$ cat config.mk
export PLATFORM = sky130hd
export DESIGN_NAME = imem_boot_loader
export DESIGN_NICKNAME = d
export VERILOG_FILES = /design/src/rtl/imem_boot_loader.sv
export SDC_FILE = /design/constraint.sdc
export NUM_CORES = 1
export LEC_CHECK = 0
export BUFFER_PORTS_ARGS = -buffer_cell sky130_fd_sc_hd__buf_4
export CAP_MARGIN = 0
export CORE_MARGIN = 2
export CORE_UTILIZATION = 39
export DETAILED_ROUTE_END_ITERATION = 10
export GPL_TIMING_DRIVEN = 0
export SLEW_MARGIN = 30
export SYNTH_ARGS = -nofsm -noshare
export SYNTH_HDL_FRONTEND = slang
export SYNTH_SLANG_ARGS = --single-unit
$ cat constraint.sdc
create_clock -name clk -period 2.63 [get_ports clk]
set_input_delay 0.1315 -clock clk [delete_from_list [all_inputs] [get_ports clk]]
set_output_delay 0.1315 -clock clk [all_outputs]
set_load 0.03 [all_outputs]
$ cat src/rtl/imem_boot_loader.sv
// Boot loader: packs a big-endian byte stream into 32-bit words and writes them to imem from address 0.
// Optional build macro CHECKSUM_EN adds a trailing 32-bit sum check before releasing the CPU.
module imem_boot_loader #(
  parameter int DEPTH = 256,
  parameter int LEN_W = 9
) (
  input  logic             clk,
  input  logic             reset,
  input  logic             start,
  input  logic [LEN_W-1:0] load_len,
  input  logic [7:0]       byte_in,
  input  logic             byte_valid,
  output logic             byte_ready,
  output logic             mem_we,
  output logic [31:0]      mem_addr,
  output logic [31:0]      mem_wdata,
  output logic             cpu_hold,
  output logic             done,
  output logic             error
);

  localparam int AW = (DEPTH > 1) ? $clog2(DEPTH) : 1;
  localparam logic [LEN_W-1:0] DEPTH_L = LEN_W'(DEPTH);

`ifdef CHECKSUM_EN
  typedef enum logic [2:0] {IDLE, LOAD, WRITE, CHECK, DONE} state_t;
`else
  typedef enum logic [1:0] {IDLE, LOAD, WRITE, DONE} state_t;
`endif

  state_t           state, state_n;
  logic [AW-1:0]    wcnt;
  logic [1:0]       bcnt;
  logic [LEN_W-1:0] len_q;
  logic [31:0]      word_q;
  logic             error_q;
  logic             accept, start_ok, last_word;
`ifdef CHECKSUM_EN
  logic [31:0]      sum_q;
  logic [31:0]      chk_q;
`endif

  assign accept    = byte_valid && byte_ready;
  assign start_ok  = start && (state == IDLE || state == DONE);
  assign last_word = (LEN_W'(wcnt) == len_q - LEN_W'(1));
  assign mem_addr  = {{(32-AW){1'b0}}, wcnt};
  assign mem_wdata = word_q;
  assign error     = error_q;

  always_ff @(posedge clk or posedge reset) begin
    if (reset) state <= IDLE;
    else       state <= state_n;
  end

  always_comb begin
    state_n    = state;
    byte_ready = 1'b0;
    mem_we     = 1'b0;
    done       = 1'b0;
    cpu_hold   = 1'b1;
    case (state)
      IDLE, DONE: begin
        if (state == DONE) begin
          done     = 1'b1;
          cpu_hold = error_q;
        end
        if (start) begin
          // zero-length and oversize loads both finish immediately
          if (load_len == '0 || load_len > DEPTH_L) state_n = DONE;
          else                                       state_n = LOAD;
        end
      end
      LOAD: begin
        byte_ready = 1'b1;
        if (accept && bcnt == 2'd3) state_n = WRITE;
      end
      WRITE: begin
        mem_we = 1'b1;
`ifdef CHECKSUM_EN
        state_n = last_word ? CHECK : LOAD;
`else
        state_n = last_word ? DONE : LOAD;
`endif
      end
`ifdef CHECKSUM_EN
      CHECK: begin
        byte_ready = 1'b1;
        if (accept && bcnt == 2'd3) state_n = DONE;
      end
`endif
      default: state_n = IDLE;
    endcase
  end

  always_ff @(posedge clk or posedge reset) begin
    if (reset) begin
      wcnt    <= '0;
      bcnt    <= '0;
      len_q   <= '0;
      word_q  <= '0;
      error_q <= 1'b0;
`ifdef CHECKSUM_EN
      sum_q   <= '0;
      chk_q   <= '0;
`endif
    end else begin
      if (start_ok) begin
        len_q   <= load_len;
        wcnt    <= '0;
        bcnt    <= '0;
        error_q <= (load_len > DEPTH_L);
`ifdef CHECKSUM_EN
        sum_q   <= '0;
`endif
      end
      if (accept) begin
        bcnt <= bcnt + 2'd1;
        // shifting in from the bottom leaves the first byte in the MSB after four bytes
        if (state == LOAD) word_q <= {word_q[23:0], byte_in};
`ifdef CHECKSUM_EN
        if (state == CHECK) begin
          chk_q <= {chk_q[23:0], byte_in};
          if (bcnt == 2'd3) error_q <= ({chk_q[23:0], byte_in} != sum_q);
        end
`endif
      end
      if (state == WRITE) begin
        // hold on the final word so the counter stays within DEPTH-1
        if (!last_word) wcnt <= wcnt + AW'(1);
`ifdef CHECKSUM_EN
        sum_q <= sum_q + word_q;
`endif
      end
    end
  end

endmodule

Word level (Yosys, flattened, before mapping)
Cells that the tools add are included.
{"block": "classes", "n_addsub": 3, "n_lt_le_gt_ge": 1, "n_eq_ne": 7, "n_mux": 16, "n_reduce_logical": 11}
{"op": "$mux W8", "n": 3}
{"op": "$mux W2", "n": 6}
{"op": "$eq A8 B9 Y1", "n": 1}
{"op": "$gt A9 B9 Y1 const B", "n": 1}
{"op": "$logic_not A9 Y1", "n": 1}
{"op": "$sub A9 B1 Y9 const B", "n": 1}
{"op": "$add A8 B1 Y8 const B", "n": 1}
{"op": "$eq A2 B2 Y1 const B", "n": 3}
{"op": "$mux W1", "n": 6}
{"op": "$pmux W2 S3", "n": 1}
{"op": "$ne A2 B2 Y1 const B", "n": 2}
{"op": "$reduce_and A2 Y1", "n": 2}
{"op": "$logic_and A1 B1 Y1", "n": 3}
{"op": "$add A2 B1 Y2 const B", "n": 1}
{"op": "$eq A2 B1 Y1 const B", "n": 1}
{"op": "$logic_not A2 Y1", "n": 1}
{"op": "$logic_or A1 B1 Y1", "n": 2}
{"op": "$reduce_bool A2 Y1", "n": 1}
{"op": "$reduce_or A2 Y1", "n": 1}
{"block": "word_totals", "register_bits": 54, "in_bits": 21, "out_inout_bits": 69, "word_cells": 44}

Logic depth before layout (Yosys ltp)
Gate-level depths: netlist of the first run.
{"block": "logic_depth", "ltp_word": 6, "ltp_mapped": 10, "mapped_depth_nobuf": 8}

Worst setup path after synthesis of the first run
OpenSTA, ideal clock, no wires.
{"block": "synth_path", "path_type": "register to register", "from": "register len_q[0]", "to": "register wcnt[7]", "setup_ns": 0.124, "arrival_ns": 2.195, "required_time_ns": 2.506, "slack_ns": 0.311, "path_stages_with_launch": 11, "path_buffers": 2, "synth_period_minus_slack_ns": 2.319, "path_cell_list": "dfrtp_1 inv_1 ha_1 clkbuf_1 and4bb_1 a31oi_1 o32a_2 o41ai_4 buf_6 nor2_2 a211o_1"}
{"block": "synth_via", "elab_chain_cells": 4}
{"element": "from (decl)", "line_no": "34", "source": "logic [LEN_W-1:0] len_q;"}
{"element": "from (signal assigned)", "line_no": "108", "source": "len_q <= load_len;"}
{"element": "$sub A9 B1 Y9", "line_no": "45", "source": "assign last_word = (LEN_W'(wcnt) == len_q - LEN_W'(1));"}
{"element": "$eq A8 B9 Y1", "line_no": "45"}
{"element": "$mux W8", "line_no": "129", "source": "if (!last_word) wcnt <= wcnt + AW'(1);"}
{"element": "$mux W8", "line_no": "127", "source": "if (state == WRITE) begin"}
{"element": "to (signal assigned)", "line_no": "129"}
{"element": "to (decl)", "line_no": "32", "source": "logic [AW-1:0] wcnt;"}
Every way passes these cells.
A chain may end at the register's enable or synchronous reset.

Worst setup path in the final report of the first run
Ends and elaborated chain as after synthesis.

==> flow_summary.ini, run 1 <==
[grt]
grt_pass1_vias = 1928
grt_pass1_wl_um = 9180
grt.overflow.total = 0
grt_start_max_net_pins = 32
antenna_found_initial = 0
grt_usage_pct = 14.8

[route]
first_pass_iters = 4
antenna_left = 0
drtIter0Drc = 52
drcViolationCount = 0
routed_wl_um = 5870
wl_per_cell_um = 13.4
via_count = 2048
routed_via_density = 4.68

[cts]
cts_buffer_depth = 2
htree_levels = 2
clock_sinks = 54
path_clk_slew_ps = 110
cts_tree = done
clk_latency_ps = 320
ctsRootBufferMaster = clkbuf_8
cts_buffers = 5

[floorplanning]
die_h_um = 89.7
die_area_mm2 = 0.00804
ioPinCount = 90
num_rows = 31
coreArea_mm2 = 0.00718
die_x_um = 89.7
initial_core_util_pct = 39.9

[pwr]
power_frac_clock_pct = 12.5
ir_worst_vdd_uv = 657
p_int_uw = 2640
pwr-share-seq_pct = 33.0
p_per_area_mw_per_mm2 = 1260
switchingPower_uw = 2050
combinationalPowerShare_pct = 54.5
p_leak_uw = 0.00181
swShare_pct = 43.8

[yosys]
synth_flop_cell = dfrtp_1
yosysTopAreaCell = dfrtp_1
synth-edff-count = 0
yosysUniqueCellTypes = 49
synth-seq-area-share_pct = 47.2
synth_seq_cells = 54
netlist_instances = 240
synth_top_area_share_pct = 47.2
ys_warn_count = 0
synthArstFlopShare_pct = 100
synth_area_mm2 = 0.00286
synthTopCellsByArea = dfrtp_1, mux2_2, buf_4
synth.avg_cell_area_um2 = 11.9

[timing]
period_minus_slack_ps = 2500
hold_viol_final = 0
skew_ps = 10.5
drv_slew = 0
setup_violations = 0
finalCritPeriodShare_pct = 95.1
fmax_ghz = 0.400
tightest_slew_ps = 599
finalSetupTns_ps = 0
hold_ws_ps = 32.6
grt_setup_unrepaired = false
maxSlewHeadroom_pct = 60.1

[critical_path]
start_kind = register
cpMaxStageDelayCell = dfrtp_2
crit_type = reg2reg
crit_required_ps = 2830
cp.buffers_inverters = 2
critPathMaxFanout = 10
cp_top_family = compound AO/OA/AOI/OAI gates
critPathMaxStageDelay_ps = 430
end_kind = register
worstPathArrival_ps = 2710
crit_chain = inv_1 -> ha_1 -> and4bb_1 -> a31oi_1 -> o32a_2 -> o41ai_4 -> buf_6 -> nor2_2 -> a211o_1

[layout]
multiInputGateArea_mm2 = 0.00133
drive_gt1_share_pct = 47.2
antenna_cells = 0
register_area_mm2 = 0.00135
fillers = 697
area_growth_pct = 30.1
finalNetCount = 368

[job]
timing.max_cap.violations = 0

[worst_hold_path]
hp-class = in2reg

[placed_design]
post-dp-hpwl_um = 4390
gp_congestion = 0.797
portBuffers = 65

[outcome]
status = completed
[metal layers]
metal / vias up / wire [um] / GRT usage [%]
li1: 1000 / - / -
met1: 987 / 2450 / 17.4
met2: 57 / 2940 / 25.5
met3: 4 / 437 / 5.94
met4: 0 / 43 / 3.66
met5: - / 0 / 0
[power groups by stage]
stage / clock network (uW) / registers [uW] / logic, uW
2_1_floorplan: 0 / 2050 / 1270
3_3_place_gp: 0 / 1560 / 2520
3_5_place_dp: 0 / 1570 / 2570
4_1_cts: 603 / 1550 / 2570
5_1_grt: 635 / 1620 / 2760
6_report: 584 / 1550 / 2560
[repair_timing]
action / in CTS / in global routing
endpoints found under the hold margin: 23 / 0
hold buffers: 1 / 0
endpoints found under the setup margin: 0 / 6
buffers inserted: 0 / 2
gates resized for setup: 0 / 2
[layout by cell type, fill, tap and decap left out, types with 2 or more instances in the layout]
cell,n
dfrtp_1,52
buf_6,2
and3_1,3
dfrtp_2,2
nor2_1,4
a21o_1,4
clkbuf_8,5
buf_4,92
a211o_1,2
nand2_1,10
nand3b_1,3
a31oi_1,2
inv_1,6
ha_1,9
nor4_1,3
a21oi_1,8
o21ai_0,4
xnor2_1,4
a311oi_1,2
nor3_1,3
mux2_2,42
clkbuf_1,4
nand3_1,7
nor3b_1,2
xor2_1,2
nand2b_1,8
conb_1,24
[sequential cells by signal, indices dropped and copies added, names as in the netlist]
name / flops
bcnt: 2
wcnt: 8
len_q: 9
mem_wdata: 32
state: 2
error: 1
[kinds of logic after synthesis]
kind of cell	share of synthesized area (%)
adder cells (fa/ha/maj)	3.93
other	0.131
AO/OA/AOI/OAI	9.22
multiplexers	16.9
AND/OR/NAND/NOR	11.0
buffers and inverters	9.22
flip-flops	47.2
XOR/XNOR	2.40
[Yosys cell counts, drive strengths merged (4+ instances only)]
cell / instances
dfrtp: 54
mux2: 42
buf: 29
nand2: 10
ha: 9
a21oi: 8
nand2b: 8
inv: 7
nand3: 7
nor2: 6
clkbuf: 5
o21ai: 5
a21o: 4
nor3: 4
xnor2: 4
[path summary, 6_finish.rpt]
| check | slack [ps] | depth (start not counted) | endpoint | startpoint |
|---|---|---|---|---|
| max | 130 | 9 | wcnt[7] | len_q[0] |
| min | 30 | 2 | mem_wdata[4] | byte_in[4] |
| max reg2reg | 130 | 9 | wcnt[7] | len_q[0] |
| min reg2reg | 510 | 1 | bcnt[0] | bcnt[0] |
| max in group asynchronous | 1830 | 4 | mem_wdata[23] | reset |
| min in group asynchronous | 340 | 3 | mem_wdata[31] | reset |
[layout make-up]
| type | instances | share of cell area [%] |
|---|---|---|
| sequential | 54 | 36.4 |
| clock buffer | 5 | 1.85 |
| inverter | 7 | 0.773 |
| buffer | 33 | 6.28 |
| multi-input combinational | 168 | 35.8 |
| tap | 99 | 3.33 |
| clock inverter | 3 | 1.28 |
| timing repair buffer | 69 | 14.3 |
[through the flow]
| step | std cells | utilization [%] | area [um^2] | setup slack (ps) | total power, uW |
|---|---|---|---|---|---|
| 2_1_floorplan | 263 | - | 2950 | 311 | 3320 |
| 3_3_place_gp | 427 | 49.6 | 3560 | 91.3 | 4070 |
| 3_5_place_dp | 428 | 49.9 | 3580 | 62.6 | 4130 |
| 4_1_cts | 437 | 51.7 | 3710 | 37.6 | 4730 |
| 5_1_grt | 438 | 51.9 | 3720 | 12.7 | 5010 |
| 6_report | 438 | 51.9 | 3720 | 129 | 4690 |
Note: power is estimated with default switching activity, not from simulation.
==> run 2, diff against run 1 <==
==> constraint.sdc (replaced) <==
create_clock -name clk -period 2.63 [get_ports clk]
set_input_delay 0.526 -clock clk [delete_from_list [all_inputs] [get_ports clk]]
set_output_delay 0.526 -clock clk [all_outputs]
set_load 0.03 [all_outputs]
==> run 2 against run 1 <==
Effect of this change:
- sequential share of layout area is 0.098 points higher
- cell count is 0.23% lower
- cell area is 0.27% lower
- worst hold slack better by 140 ps
- clock skew is 0.89 ps lower
- total power hardly changed
- largest power group unchanged
- global-route usage hardly changed
- non-clock buffer count is 1 lower
- first-iteration DRC count is 3.8% higher
- critical path depth stayed put
- via count is 0.20% lower
==> flow_summary.ini, run 2 (synthesis results as in run 1) <==
[outcome]
status = completed

[route]
via_count = 2044
antenna_left = 0
wl_per_cell_um = 13.4
routed_via_density = 4.68
routed_wl_um = 5850
first_pass_iters = 4
drcViolationCount = 0
drtIter0Drc = 54

[critical_path]
cp_top_family = compound AO/OA/AOI/OAI gates
critPathMaxStageDelay_ps = 430
critPathMaxFanout = 10
crit_type = reg2reg
cpMaxStageDelayCell = dfrtp_2
start_kind = register
crit_chain = inv_1 -> ha_1 -> and4bb_1 -> a31oi_1 -> o32a_2 -> o41ai_4 -> buf_6 -> nor2_2 -> a211o_1
crit_required_ps = 2840
worstPathArrival_ps = 2710
cp.buffers_inverters = 2
end_kind = register

[cts]
htree_levels = 2
clock_sinks = 54
ctsRootBufferMaster = clkbuf_8
postCtsHoldBufs = 0
cts_buffer_depth = 2
cts_buffers = 5
clk_latency_ps = 320
cts_tree = done
path_clk_slew_ps = 110

[timing]
maxSlewHeadroom_pct = 60.1
setup_violations = 0
fmax_ghz = 0.400
drv_slew = 0
skew_ps = 9.58
period_minus_slack_ps = 2500
grt_setup_unrepaired = false
tightest_slew_ps = 599
finalSetupTns_ps = 0
hold_viol_final = 0
finalCritPeriodShare_pct = 95.0

[layout]
fin_util_pct = 51.8
multiInputGateArea_mm2 = 0.00133
fillers = 699
finalNetCount = 367
largest_reg_flops = 32
area_growth_pct = 29.7
antenna_cells = 0
register_area_mm2 = 0.00135
final_common_cell = buf_4
final_cell_area_mm2 = 0.00371
finalNonFillerCells = 437
drive_gt1_share_pct = 47.3
final_cell_mix = buf_4, dfrtp_1, mux2_2

[grt]
antenna_found_initial = 0
grt_pass1_vias = 1923
grt.overflow.total = 0
grt_usage_pct = 14.8
grt_start_max_net_pins = 32
grt_pass1_wl_um = 9160

[placed_design]
gp_congestion = 0.797
portBuffers = 65
dpl.cell_count = 428
dpl_cell_area_mm2 = 0.00358
post-dp-hpwl_um = 4390

[pwr]
p_leak_uw = 0.00181
ir_worst_vdd_uv = 658
total_power_uw = 4700
p_per_area_mw_per_mm2 = 1260

[floorplanning]
die_h_um = 89.7
initial_core_util_pct = 39.9
coreArea_mm2 = 0.00718
num_rows = 31
ioPinCount = 90
die_x_um = 89.7
die_area_mm2 = 0.00804

[job]
timing.max_cap.violations = 0

[worst_hold_path]
hp-class = in2async
[run 2: final timing paths]
kind	from	depth (start not counted)	end	slack, ps
worst max-delay path	len_q[0]	9	wcnt[7]	130
worst min-delay path	reset	2	mem_wdata[31]	170
worst max register to register	len_q[0]	9	wcnt[7]	130
worst min register to register	bcnt[0]	1	bcnt[0]	510
max in group asynchronous	reset	3	mem_wdata[23]	2000
min in group clk	byte_in[4]	2	mem_wdata[4]	420
[run 2: through the flow]
| stage | hold slack [ps] | setup WS, ps |
|---|---|---|
| after floorplan | 467 | 311 |
| after global placement | 488 | -0.0395 |
| after detailed placement | 492 | 62.6 |
| after CTS | 182 | 37.6 |
| final | 171 | 131 |
| after global routing | 184 | 12.7 |
[run 2: where the power goes]
group          switching (uW)  internal (uW)  leakage (uW)  total, uW
Sequential                334           1210      0.000656       1550
Clock                     299            289     0.0000587        589
Combinational            1430           1130       0.00109       2560
Total                    2060           2640       0.00181       4700
[run 2: metal layers]
metal	up-vias	track usage [%]	share of wire (%)	wire length [um]
li1	996	-	-	-
met1	980	17.3	41	2400
met2	63	25.4	50	2930
met3	5	5.94	7.9	460
met4	0	3.66	1.0	59
met5	-	0	0	0
[run 2: layout make-up]
| class | instances | share of cell area [%] |
|---|---|---|
| inverter | 7 | 0.775 |
| clock inverter | 3 | 1.28 |
| sequential | 54 | 36.5 |
| clock buffer | 5 | 1.85 |
| timing repair buffer | 68 | 14.1 |
| buffer | 33 | 6.30 |
| multi-input combinational | 168 | 35.9 |
| tap | 99 | 3.34 |
[run 2: timing repair]
item,4_1_cts,5_1_grt
gates resized for setup,0,2
buffers inserted,0,2
endpoints found under the setup margin,0,6
==> run 3, diff against run 2 <==
--- a/config.mk
+++ b/config.mk
@@ -5,6 +5,7 @@
 export SDC_FILE = /design/constraint.sdc
 export NUM_CORES = 1
 export LEC_CHECK = 0
+export ABC_AREA = 1
 export BUFFER_PORTS_ARGS = -buffer_cell sky130_fd_sc_hd__buf_4
 export CAP_MARGIN = 0
 export CORE_MARGIN = 2
==> run 3 against run 2 <==
Effect of this change:
- utilization down 0.052 points
- non-clock buffer count down 1
- cell count up 24%
- count of clock-buffer cells in the layout unchanged
- critical path depth down 3
==> flow_summary.ini, run 3 <==
[route]
first_pass_iters = 4
drcViolationCount = 0
routed_via_density = 4.50
via_count = 2449
antenna_left = 0
drtIter0Drc = 140
routed_wl_um = 6840
wl_per_cell_um = 12.6

[critical_path]
cp_top_family = buffers and inverters
rrSetupSlack_ps = 520
start_kind = register
r2r_end = mem_wdata[9]
worstPathArrival_ps = 2290
end_kind = register
crit_chain = inv_1 -> ha_1 -> nand2_1 -> clkbuf_1 -> clkbuf_1 -> o21ai_0
cp_common_cell = clkbuf_1
cpMaxStageDelayCell = clkbuf_1
critPathMaxFanout = 10
crit_type = reg2reg
crit_required_ps = 2810
r2r-start = state[1]
critPathMaxStageDelay_ps = 490
ff2ff_path_depth = 6
cp.buffers_inverters = 3

[grt]
grt_pass1_vias = 2367
grt_pass1_wl_um = 11400
grt_start_max_net_pins = 42
grt.overflow.total = 0
grt_usage_pct = 17.3
antenna_found_initial = 0

[floorplanning]
coreArea_mm2 = 0.00718
num_rows = 31
ioPinCount = 90
die_area_mm2 = 0.00806
initial_core_util_pct = 40.0
die_h_um = 89.8
die_x_um = 89.8

[layout]
final_common_cell = buf_4
finalNonFillerCells = 544
drive_gt1_share_pct = 26.7
finalNetCount = 474
largest_reg_flops = 32
antenna_cells = 0
final_cell_area_mm2 = 0.00371
final_cell_mix = buf_4, nand2_1, dfrtp_1
area_growth_pct = 29.2

[yosys]
synthArstFlopShare_pct = 100
synthTopCellsByArea = dfrtp_1, nand2_1, buf_4
yosysMostFrequentCell = nand2_1
synth_flop_cell = dfrtp_1
synth_top_area_share_pct = 47.1
yosysUniqueCellTypes = 26
synth.avg_cell_area_um2 = 8.25
synthTopCellsByCount = nand2_1, dfrtp_1, nor2_1, inv_1, nand3_1
yosysTopAreaCell = dfrtp_1
synth_area_mm2 = 0.00287
synth-edff-count = 0
ys_warn_count = 0
netlist_instances = 348
synth_seq_cells = 54
synth-seq-area-share_pct = 47.1

[cts]
clock_sinks = 54
cts_tree = done
postCtsSetupBuffers = 0
path_clk_slew_ps = 110
postCtsHoldBufs = 0
cts_buffers = 5
ctsRootBufferMaster = clkbuf_8
htree_levels = 2
cts_buffer_depth = 2
cts_resized = 0
clk_latency_ps = 320

[pwr]
p_per_area_mw_per_mm2 = 1230
p_leak_uw = 0.00198
ir_worst_vdd_uv = 615

[timing]
hold_viol_final = 0
fmax_ghz = 0.474
grt_setup_unrepaired = false
period_minus_slack_ps = 2110
setup_violations = 0
skew_ps = 9.98
drv_slew = 0
finalCritPeriodShare_pct = 80.2
tightest_slew_ps = 549
maxSlewHeadroom_pct = 63.4

[placed_design]
post-dp-hpwl_um = 5080
dpl_cell_area_mm2 = 0.00359
gp_congestion = 0.770
portBuffers = 65
dpl.cell_count = 536

[job]
timing.max_cap.violations = 0

[outcome]
status = completed

[worst_hold_path]
hp-class = in2async
==> run 3: cell count changes in the layout (fill, tap and decap cells not counted), sizes merged, moves of 8 or more <==
cell    previous run  this run
mux2              42         3
nand3              7        27
nand2             10        71
nor2               6        47
inv                8        39
nand2b             8         0
a21oi              8        25
o21ai              5        21
==> run 3: worst max path at each step <==
stage                     slack, ps     start      endpoint  depth (start not counted)
final                           520  state[1]  mem_wdata[9]                          6
after global routing            370  state[1]  mem_wdata[9]                          7
after global placement          -30     reset         error                          2
after detailed placement        480  state[1]  mem_wdata[9]                          6
after floorplan                 790     reset       bcnt[0]                          1
after CTS                       480  state[1]  mem_wdata[9]                          6
==> run 3: metrics by stage <==
stage	TNS, ps	total power (uW)	worst slack, ps	hold slack (ps)	utilization [%]
global placement	-1450	3940	-30.4	468	49.7
finish	0	4550	520	119	51.7
detailed placement	0	4000	481	474	50.1
floorplan	0	3160	789	468	-
global route	0	4900	370	131	51.7
CTS	0	4600	483	123	51.7
==> run 3: cell families (layout without fill, tap and decap cells) <==
| logic type | count (synthesis) | in the layout | share of synthesized area, % |
|---|---|---|---|
| AO/OA/AOI/OAI | 46 | 46 | 8.02 |
| other | 1 | 24 | 0.131 |
| AND/OR/NAND/NOR | 154 | 154 | 24.3 |
| buffers and inverters | 72 | 146 | 12.6 |
| flip-flops | 54 | 54 | 47.1 |
| adder cells (fa/ha/maj) | 9 | 9 | 3.92 |
| multiplexers | 3 | 3 | 1.18 |
| XOR/XNOR | 9 | 9 | 2.75 |
==> run 3: per-layer routing <==
layer | vias to the layer above | routed length [um] | global-route usage, %
li1 | 1246 | - | -
met1 | 1143 | 3120 | 22.3
met2 | 55 | 3360 | 30.0
met3 | 5 | 318 | 3.35
met4 | 0 | 51 | 4.74
met5 | - | 0 | 0
==> run 3: cell type report <==
cell class | instances | area [um^2]
Tap cell | 99 | 124
Fill cell | 695 | 3470
Multi-Input combinational cell | 245 | 1240
Timing Repair Buffer | 66 | 508
Sequential cell | 54 | 1350
Inverter | 38 | 145
Clock inverter | 3 | 48.8
Buffer | 34 | 220
Clock buffer | 5 | 68.8
==> run 3: where the power goes <==
part | switching [uW] | internal (uW)
Combinational | 1580 | 861
Sequential | 318 | 1200
Clock | 304 | 291
